$ cat src/rtl/shift_seq_pkg.sv
// Shared definitions for the shift-register sequencer: datapath select codes
// and the controller state encoding.
package shift_seq_pkg;

  localparam int OP_W = 3;

  localparam logic [OP_W-1:0] OP_HOLD        = 3'b000;
  localparam logic [OP_W-1:0] OP_SHR         = 3'b001;
  localparam logic [OP_W-1:0] OP_SHL         = 3'b010;
  localparam logic [OP_W-1:0] OP_ROR         = 3'b011;
  localparam logic [OP_W-1:0] OP_ROL         = 3'b100;
  localparam logic [OP_W-1:0] OP_ASR         = 3'b101;
  localparam logic [OP_W-1:0] OP_ILLEGAL_MIN = 3'b110;

  typedef enum logic [1:0] {
    ST_IDLE  = 2'd0,
    ST_LOAD  = 2'd1,
    ST_SHIFT = 2'd2,
    ST_DONE  = 2'd3
  } state_t;

endpackage

$ cat src/rtl/shift_seq_cnt.sv
// Loadable down-counter holding the remaining shift count; saturates at zero
// and flags the final shift cycle.
module shift_seq_cnt #(
  parameter int CNT_W = 4
) (
  input  logic             clk,
  input  logic             rst_n,
  input  logic             i_load,
  input  logic [CNT_W-1:0] i_val,
  input  logic             i_dec,
  output logic             o_last,
  output logic             o_zero
);

  logic [CNT_W-1:0] r_cnt;

  // NOTE: sequential state uses non-blocking assignments so every register
  // samples its inputs from the same edge, independent of statement order.
  always_ff @(posedge clk or negedge rst_n) begin
    if (!rst_n) begin
      r_cnt <= '0;
    end else if (i_load) begin
      r_cnt <= i_val;
    end else if (i_dec && (r_cnt != '0)) begin
      r_cnt <= r_cnt - 1'b1;
    end
  end

  assign o_last = (r_cnt == CNT_W'(1));
  assign o_zero = (r_cnt == '0);

endmodule

$ cat src/rtl/shift_seq_ctrl.sv
// Command sequencer for the universal shift register: load, hold the select
// code for cmd_cnt cycles, then return the register value with a done pulse.
module shift_seq_ctrl
  import shift_seq_pkg::*;
#(
  parameter int DATA_W = 4,
  parameter int SEL_W  = 3,
  parameter int CNT_W  = 4
) (
  input  logic              clk,
  input  logic              rst,
  input  logic              cmd_valid,
  output logic              cmd_ready,
  input  logic [DATA_W-1:0] cmd_data,
  input  logic [SEL_W-1:0]  cmd_op,
  input  logic [CNT_W-1:0]  cmd_cnt,
  output logic [DATA_W-1:0] sr_in,
  output logic [SEL_W-1:0]  sr_sel,
  output logic              sr_load,
  input  logic [DATA_W-1:0] sr_result,
  output logic              done,
  output logic [DATA_W-1:0] res_data,
  output logic              err,
  output logic              busy
);

  state_t            r_state;
  state_t            w_next;
  logic [DATA_W-1:0] r_data;
  logic [SEL_W-1:0]  r_op;
  logic              r_illegal;
  logic              w_accept;
  logic              w_last;
  logic              w_zero;

  always_ff @(posedge clk or negedge rst) begin
    if (!rst) begin
      r_state <= ST_IDLE;
    end else begin
      r_state <= w_next;
    end
  end

  always_ff @(posedge clk or negedge rst) begin
    if (!rst) begin
      r_data    <= '0;
      r_op      <= '0;
      r_illegal <= 1'b0;
    end else if (w_accept) begin
      r_data    <= cmd_data;
      r_op      <= cmd_op;
      r_illegal <= (cmd_op >= SEL_W'(OP_ILLEGAL_MIN));
    end
  end

  shift_seq_cnt #(
    .CNT_W (CNT_W)
  ) u_cnt (
    .clk    (clk),
    .rst_n  (rst),
    .i_load (w_accept),
    .i_val  (cmd_cnt),
    .i_dec  (r_state == ST_SHIFT),
    .o_last (w_last),
    .o_zero (w_zero)
  );

  // NOTE: every signal driven here gets a default before the case statement,
  // otherwise a state that skips an assignment would infer a latch.
  always_comb begin
    w_next    = r_state;
    cmd_ready = 1'b0;
    sr_sel    = SEL_W'(OP_HOLD);
    sr_load   = 1'b0;
    done      = 1'b0;
    unique case (r_state)
      ST_IDLE: begin
        // rst is read directly so ready is already low during the reset pulse.
        cmd_ready = rst;
        if (cmd_valid && rst) begin
          w_next = ST_LOAD;
        end
      end
      ST_LOAD: begin
        sr_load = 1'b1;
        w_next  = (w_zero || r_illegal) ? ST_DONE : ST_SHIFT;
      end
      ST_SHIFT: begin
        sr_sel = r_op;
        if (w_last) begin
          w_next = ST_DONE;
        end
      end
      ST_DONE: begin
        done   = 1'b1;
        w_next = ST_IDLE;
      end
      default: w_next = ST_IDLE;
    endcase
  end

  assign w_accept = cmd_valid && cmd_ready;
  assign sr_in    = r_data;
  assign busy     = (r_state != ST_IDLE);
  assign res_data = done ? sr_result : '0;
  assign err      = done && r_illegal;

endmodule
$ cat config.mk
export PLATFORM = sky130hd
export DESIGN_NAME = shift_seq_ctrl
export DESIGN_NICKNAME = d
export VERILOG_FILES = /design/src/rtl/shift_seq_pkg.sv /design/src/rtl/shift_seq_cnt.sv /design/src/rtl/shift_seq_ctrl.sv
export SDC_FILE = /design/constraint.sdc
export NUM_CORES = 1
export LEC_CHECK = 0
export CAP_MARGIN = 15
export CORE_ASPECT_RATIO = 0.75
export CORE_MARGIN = 2
export CORE_UTILIZATION = 37
export DETAILED_ROUTE_END_ITERATION = 16
export HOLD_SLACK_MARGIN = 0.02
export PLACE_DENSITY = 0.79
export SYNTH_ARGS = -nofsm -noshare
export SYNTH_HDL_FRONTEND = slang
export SYNTH_HIERARCHICAL = 1
export SYNTH_SLANG_ARGS = --single-unit
$ cat constraint.sdc
create_clock -name clk -period 1.7 [get_ports clk]
set_input_delay 0.34 -clock clk [delete_from_list [all_inputs] [get_ports clk]]
set_output_delay 0.34 -clock clk [all_outputs]
set_load 0.02 [all_outputs]
After elaboration in Yosys (flattened, before gate mapping):

Index checks and enable logic that the tools add are counted.

* input port bits: 18
* flip-flop bits (word level): 14
* logic and storage cells: 35

* mux-type cells: 11
* order comparisons: 1
* equal/unequal tests: 6
* $add $sub $neg: 1
* reduce and logical (&&, ||, !) cells: 11

Operator list (count)
* 4-bit 2-to-1 mux: 3
* 2-bit case mux with 4 select lines: 1
* 2-bit == test (second input constant): 2
* 4-bit by 1-bit == test with 1-bit output (second input constant): 1
* 1-bit logical AND: 4
* 4-bit logical NOT: 1
* 1-bit 2-to-1 mux: 4
* 2-bit 2-to-1 mux: 2
* 2-bit != test (second input constant): 2
* 2-bit nonzero test: 2
* 4-bit nonzero test: 1
* 4-bit by 1-bit subtractor with 4-bit output (second input constant): 1
* 3-bit >= comparator (second input constant): 1
* 3-bit 2-to-1 mux: 1
* 2-bit by 1-bit == test with 1-bit output (second input constant): 1
* 2-bit logical NOT: 1
* 2-bit AND reduction: 1
* 1-bit logical OR: 1

Depth between registers and ports, before layout:

* depth after elaboration: 4
* gate-level depth with buffers: 7
* mapped depth without buffers: 7

Modules after synthesis:

The synthesis kept the hierarchy.

By module, submodules not included
* shift_seq_ctrl: area an instance 554.3 um^2, cells an instance 48, instances 1
* shift_seq_cnt: area an instance 266.5 um^2, cells an instance 30, instances 1

Least setup slack after synthesis:

Ideal clock, no wire load.

* path type: reg2reg
* from: register r_state[0]
* to: register u_cnt.r_cnt[3]
* stages on the path, launching flop included: 6
* path buffers: 0
* setup time: 73 ps
* setup slack: -66 ps
* required time: 1627 ps
* period minus slack after synthesis: 1766 ps
* arrival: 1693 ps
* path through: dfrtp_1 -> inv_1 -> ha_1 -> or4b_1 -> or3_1 -> a2bb2oi_2

* word-level cells in the longest chain between the ends: 4
* elaborated cells on any way between the ends: 7

RTL lines
* start, declared: RTL line shift_seq_ctrl.sv:27 `state_t r_state;`
* start signal, assigned: RTL line shift_seq_ctrl.sv:40 `r_state <= w_next;`
* 2-bit logical NOT: RTL line shift_seq_ctrl.sv:76 `unique case (r_state)`
* 1-bit 2-to-1 mux: RTL line shift_seq_ctrl.sv:76
* 1-bit logical AND: RTL line shift_seq_ctrl.sv:102 `assign w_accept = cmd_valid && cmd_ready;`
* 4-bit 2-to-1 mux or 2-bit nonzero test (tied branches)
* end signal, assigned: RTL line shift_seq_cnt.sv:23 `r_cnt <= i_val;`
* end signal, assigned: RTL line shift_seq_cnt.sv:25 `r_cnt <= r_cnt - 1'b1;`
* end, declared: RTL line shift_seq_cnt.sv:15 `logic [CNT_W-1:0] r_cnt;`

Parallel ways exist; a longest one is shown, timed or not.
A chain may end at the register's enable or synchronous reset.

Final worst setup path:

* from: register r_state[1]
* to: register u_cnt.r_cnt[3]

The elaborated chain is that of the path after synthesis.

==> results.txt <==
The detailed router placed 744 vias in this run. The minimum setup slack among reg-to-reg paths came out at 30 ps. In this run the static leakage power is 0.0006186 µW. The power density of the placed cells is 1674 nW/µm². The number of design rule violations left after detail routing came out at 0. The clock insertion delay at the later pin of the skew report is 270 ps. The relative contribution of the clock network to total power is 0.084.

The die extent in x came out at 58.39 µm. The worst path in the final design needs a cycle of 1666 ps, including I/O delays and setup. The fraction of the mapped netlist area in simple logic gates came out at 0.2058. The worst slew margin relative to its limit came out at 0.8480.

Across the run, the number of max-cap violations was 0. The number of antenna diodes in the final layout is 0. The largest buffer count on any clock path is 2. The detailed router finished its first iteration with 24 violations. The count of different cell masters after synthesis is 25. The residual antenna-violating net count after detailed routing is 0. At the pin with the least slew margin, the transition time is 225.7 ps. The fmax came out at 600.3 MHz.

The clock-pin transition on the worst setup and hold timing paths is 80 ps. Of the available clock period, the critical path in the final layout requires 0.9799. The number of cells produced by synthesis is 78. The share of the synthesized area in compound gates (AO/OA/AOI/OAI) came to 0.1143. The number of cells traversed by the worst register-to-register path is 5.

The layout cell share with drive strength beyond 1 is 0.3622. The number of warning messages in the yosys log is 6. Summed over all layers, the routed wires come to 1941 µm. The worst setup path is captured at a flip-flop. The final weighted congestion in routability-driven placement is 0.8573. The internal power of the cells came out at 1302 µW.

The number of nets in the synthesized netlist came out at 103. Of the total power, the share spent switching nets is 0.4015. In this run the power spent charging and discharging nets is 873.7 µW. The number of global-route vias before repair is 768. The global-route wire length before repair is 3098 µm. Entering global routing, the biggest net connects 17 pins. The die area is 2615 µm².

The number of flip-flops and latches in the synthesized netlist came out at 14. After synthesis, the largest family of logic cells by area is simple AND/OR/NAND/NOR gates. The hold violation count in the final report came out at 0. The worst clock skew is 4.972 ps.

The kind of critical path is flip-flop to flip-flop. In the final routed layout, each cell accounts on average for 12.85 µm. The routed via count divided by cell count is 4.927. Each instance of the synthesized netlist takes up on average 10.52 µm². After floorplanning, the core was sized to cover 2049 µm². The number of hold buffers added after CTS was 0.

The area share of xor/xnor cells in the synthesized design is 0. The number of port buffers is 33. The multiplexer area fraction after synthesis is 0.1098. The layout overhead on the synthesized area came out at 58.38%. The endpoint of the most critical register-to-register path is u_cnt/r_cnt[3]. The post-synthesis share of cell area spent on full adders, half adders and majority gates came out at 0.1067.

The initial antenna violation count is 0. The length of the first detailed-routing pass in iterations is 4. The worst register-to-register path begins at r_state[1]. The number of sinks driven by the clock tree is 14.

The I/O pin count came out at 34. The netlist area before placement is 820.8 µm². Setup repair after global routing could not meet its margin everywhere. The sequential fraction of the synthesis area came out at 0.4268.

The master cell of the clock root buffer is clkbuf_4. The run finished with clean final reports. Detailed placement ended at an HPWL of 1488 µm. Data on the critical path arrives at its endpoint at 1880 ps. The area share of the largest cell type after synthesis is 0.4268. The nature of the critical path startpoint is a flip-flop. The biggest area contributor in the post-synthesis netlist is dfrtp_1. After global routing the overflow that remains totals 0. The worst hold slack across all endpoints came out at 430.2 ps. The number of buffers created by CTS came out at 3.

The share of total power dissipated in sequential elements is 0.287. For this configuration, the core starts out at a cell density of 0.4005. The final count of pins violating max slew came out at 0. At the end of the flow the core is filled with cells to 0.6343. Across the VDD grid, the largest voltage drop is 1104 µV.

The layout net count is 154. The number of levels the H-tree was split into is 1. The worst hold path belongs to the class input port to asynchronous set/reset pin.

The post-placement cell area came out at 1289 µm². The highest fanout seen on the critical path came out at 6. The die outline height came out at 44.79 µm. By area the synthesized netlist is led by dfrtp_1 43%, mux2_2 11%, ha_1 11%, and2_1 6.1%, inv_1 3.7%.

The required time reported for the critical path endpoint came out at 1910 ps. The number of placement rows is 14. The clock tree from TritonCTS is done.

The relative contribution of combinational cells to total power came out at 0.629. Setup violations remaining at the end of the flow were counted as 0. The global router's overall resource usage is 0.1565.

The design area came out at 1300 µm².
-- cell type report --
type | instances | area (µm²)
multi-input cells | 56 | 478.0
well taps | 24 | 30.03
repair buffers | 46 | 389.1
flip-flops and latches | 14 | 350.3
inverters | 8 | 30.03
clock buffers | 3 | 22.52
fillers | 177 | 749.5
-- per-layer routing --
| layer | track usage | vias up | wire (µm) |
|---|---|---|---|
| met3 | 0.04011 | 2 | 137 |
| met5 | 0 | - | 0 |
| met2 | 0.2787 | 27 | 952 |
| li1 | - | 367 | - |
| met1 | 0.1902 | 348 | 845 |
| met4 | 0.04186 | 0 | 6 |
-- worst max-delay path by stage --
stage,from,slack [ps],end,cells after the start
after floorplan,r_state[0],10,u_cnt/r_cnt[3],5
after CTS,r_state[0],10,done,3
after detailed placement,rst,-230,r_state[1],5
final,r_state[1],30,u_cnt/r_cnt[3],5
after global placement,rst,-240,cmd_ready,3
after global routing,r_state[0],-10,u_cnt/r_cnt[3],5
-- registers in the layout, summed over array words and instances (netlist names) --
signal       cells
sr_in            4
u_cnt/r_cnt      4
r_state          2
r_op             3
r_illegal        1
-- critical path, stage by stage (launching register included) --
cell       delay (ps)
dfrtp_1           380
buf_4             150
ha_4              150
or4b_4            460
or3_1             330
a2bb2oi_2         140
-- power by group through the flow --
| stage | clock network [µW] | logic [µW] | registers (µW) |
|---|---|---|---|
| 2_1_floorplan | 0 | 711 | 665 |
| 3_3_place_gp | 0 | 1340 | 612 |
| 3_5_place_dp | 0 | 1370 | 623 |
| 4_1_cts | 187 | 1310 | 616 |
| 5_1_grt | 201 | 1500 | 645 |
| 6_report | 182 | 1370 | 625 |
-- Yosys cell counts --
cell       number
nand3_4         1
o21ai_0         4
nand2_1         7
nor3_1          1
or4b_1          1
a211oi_1        1
a2bb2oi_2       1
and4b_1         1
nor2_1          2
nand3_1         1
o21a_1          1
inv_1           8
a21oi_1         4
or3b_2          1
a21o_2          1
and2_2          1
mux2_2          8
and2_1          8
nor3b_1         1
or3_1           1
and2b_1         1
dfrtp_1        14
ha_1            7
a31oi_1         1
a2bb2oi_1       1
-- what timing repair did --
item                                    CTS  global route
cloned                                    0             0
buffers inserted                          1             1
resized for setup                        45             9
endpoints found under the setup margin   13             8
pin swaps                                 0             0
-- cells by family after synthesis --
| kind of cell | count (synthesis) |
|---|---|
| compound gates | 14 |
| fa+ha+maj | 7 |
| buf+inv | 8 |
| flops | 14 |
| mux | 8 |
| simple gates | 27 |
-- layout by cell type (no fill, tap or decap), types with 2 or more instances in the layout --
master | netlist | routed
buf_4 | 0 | 11
o21ai_0 | 4 | 3
clkbuf_4 | 0 | 3
nor2_1 | 2 | 2
inv_1 | 8 | 7
mux2_2 | 8 | 8
clkdlybuf4s50_1 | 0 | 21
dfrtp_1 | 14 | 14
buf_2 | 0 | 10
ha_4 | 0 | 2
nand2_1 | 7 | 7
a21oi_1 | 4 | 3
and2_1 | 8 | 8
ha_1 | 7 | 4
-- through the flow --
step	instances	setup TNS [ps]	setup WS, ps	total power [µW]
CTS	150	0	14.49	2116
global placement	146	-1950	-243.7	1948
finish	151	0	34.16	2176
detailed placement	146	-2193	-232.1	1991
global route	151	-26.13	-14.45	2349
floorplan	78	0	9.785	1376
No activity file was read; power rests on OpenSTA's default activity.
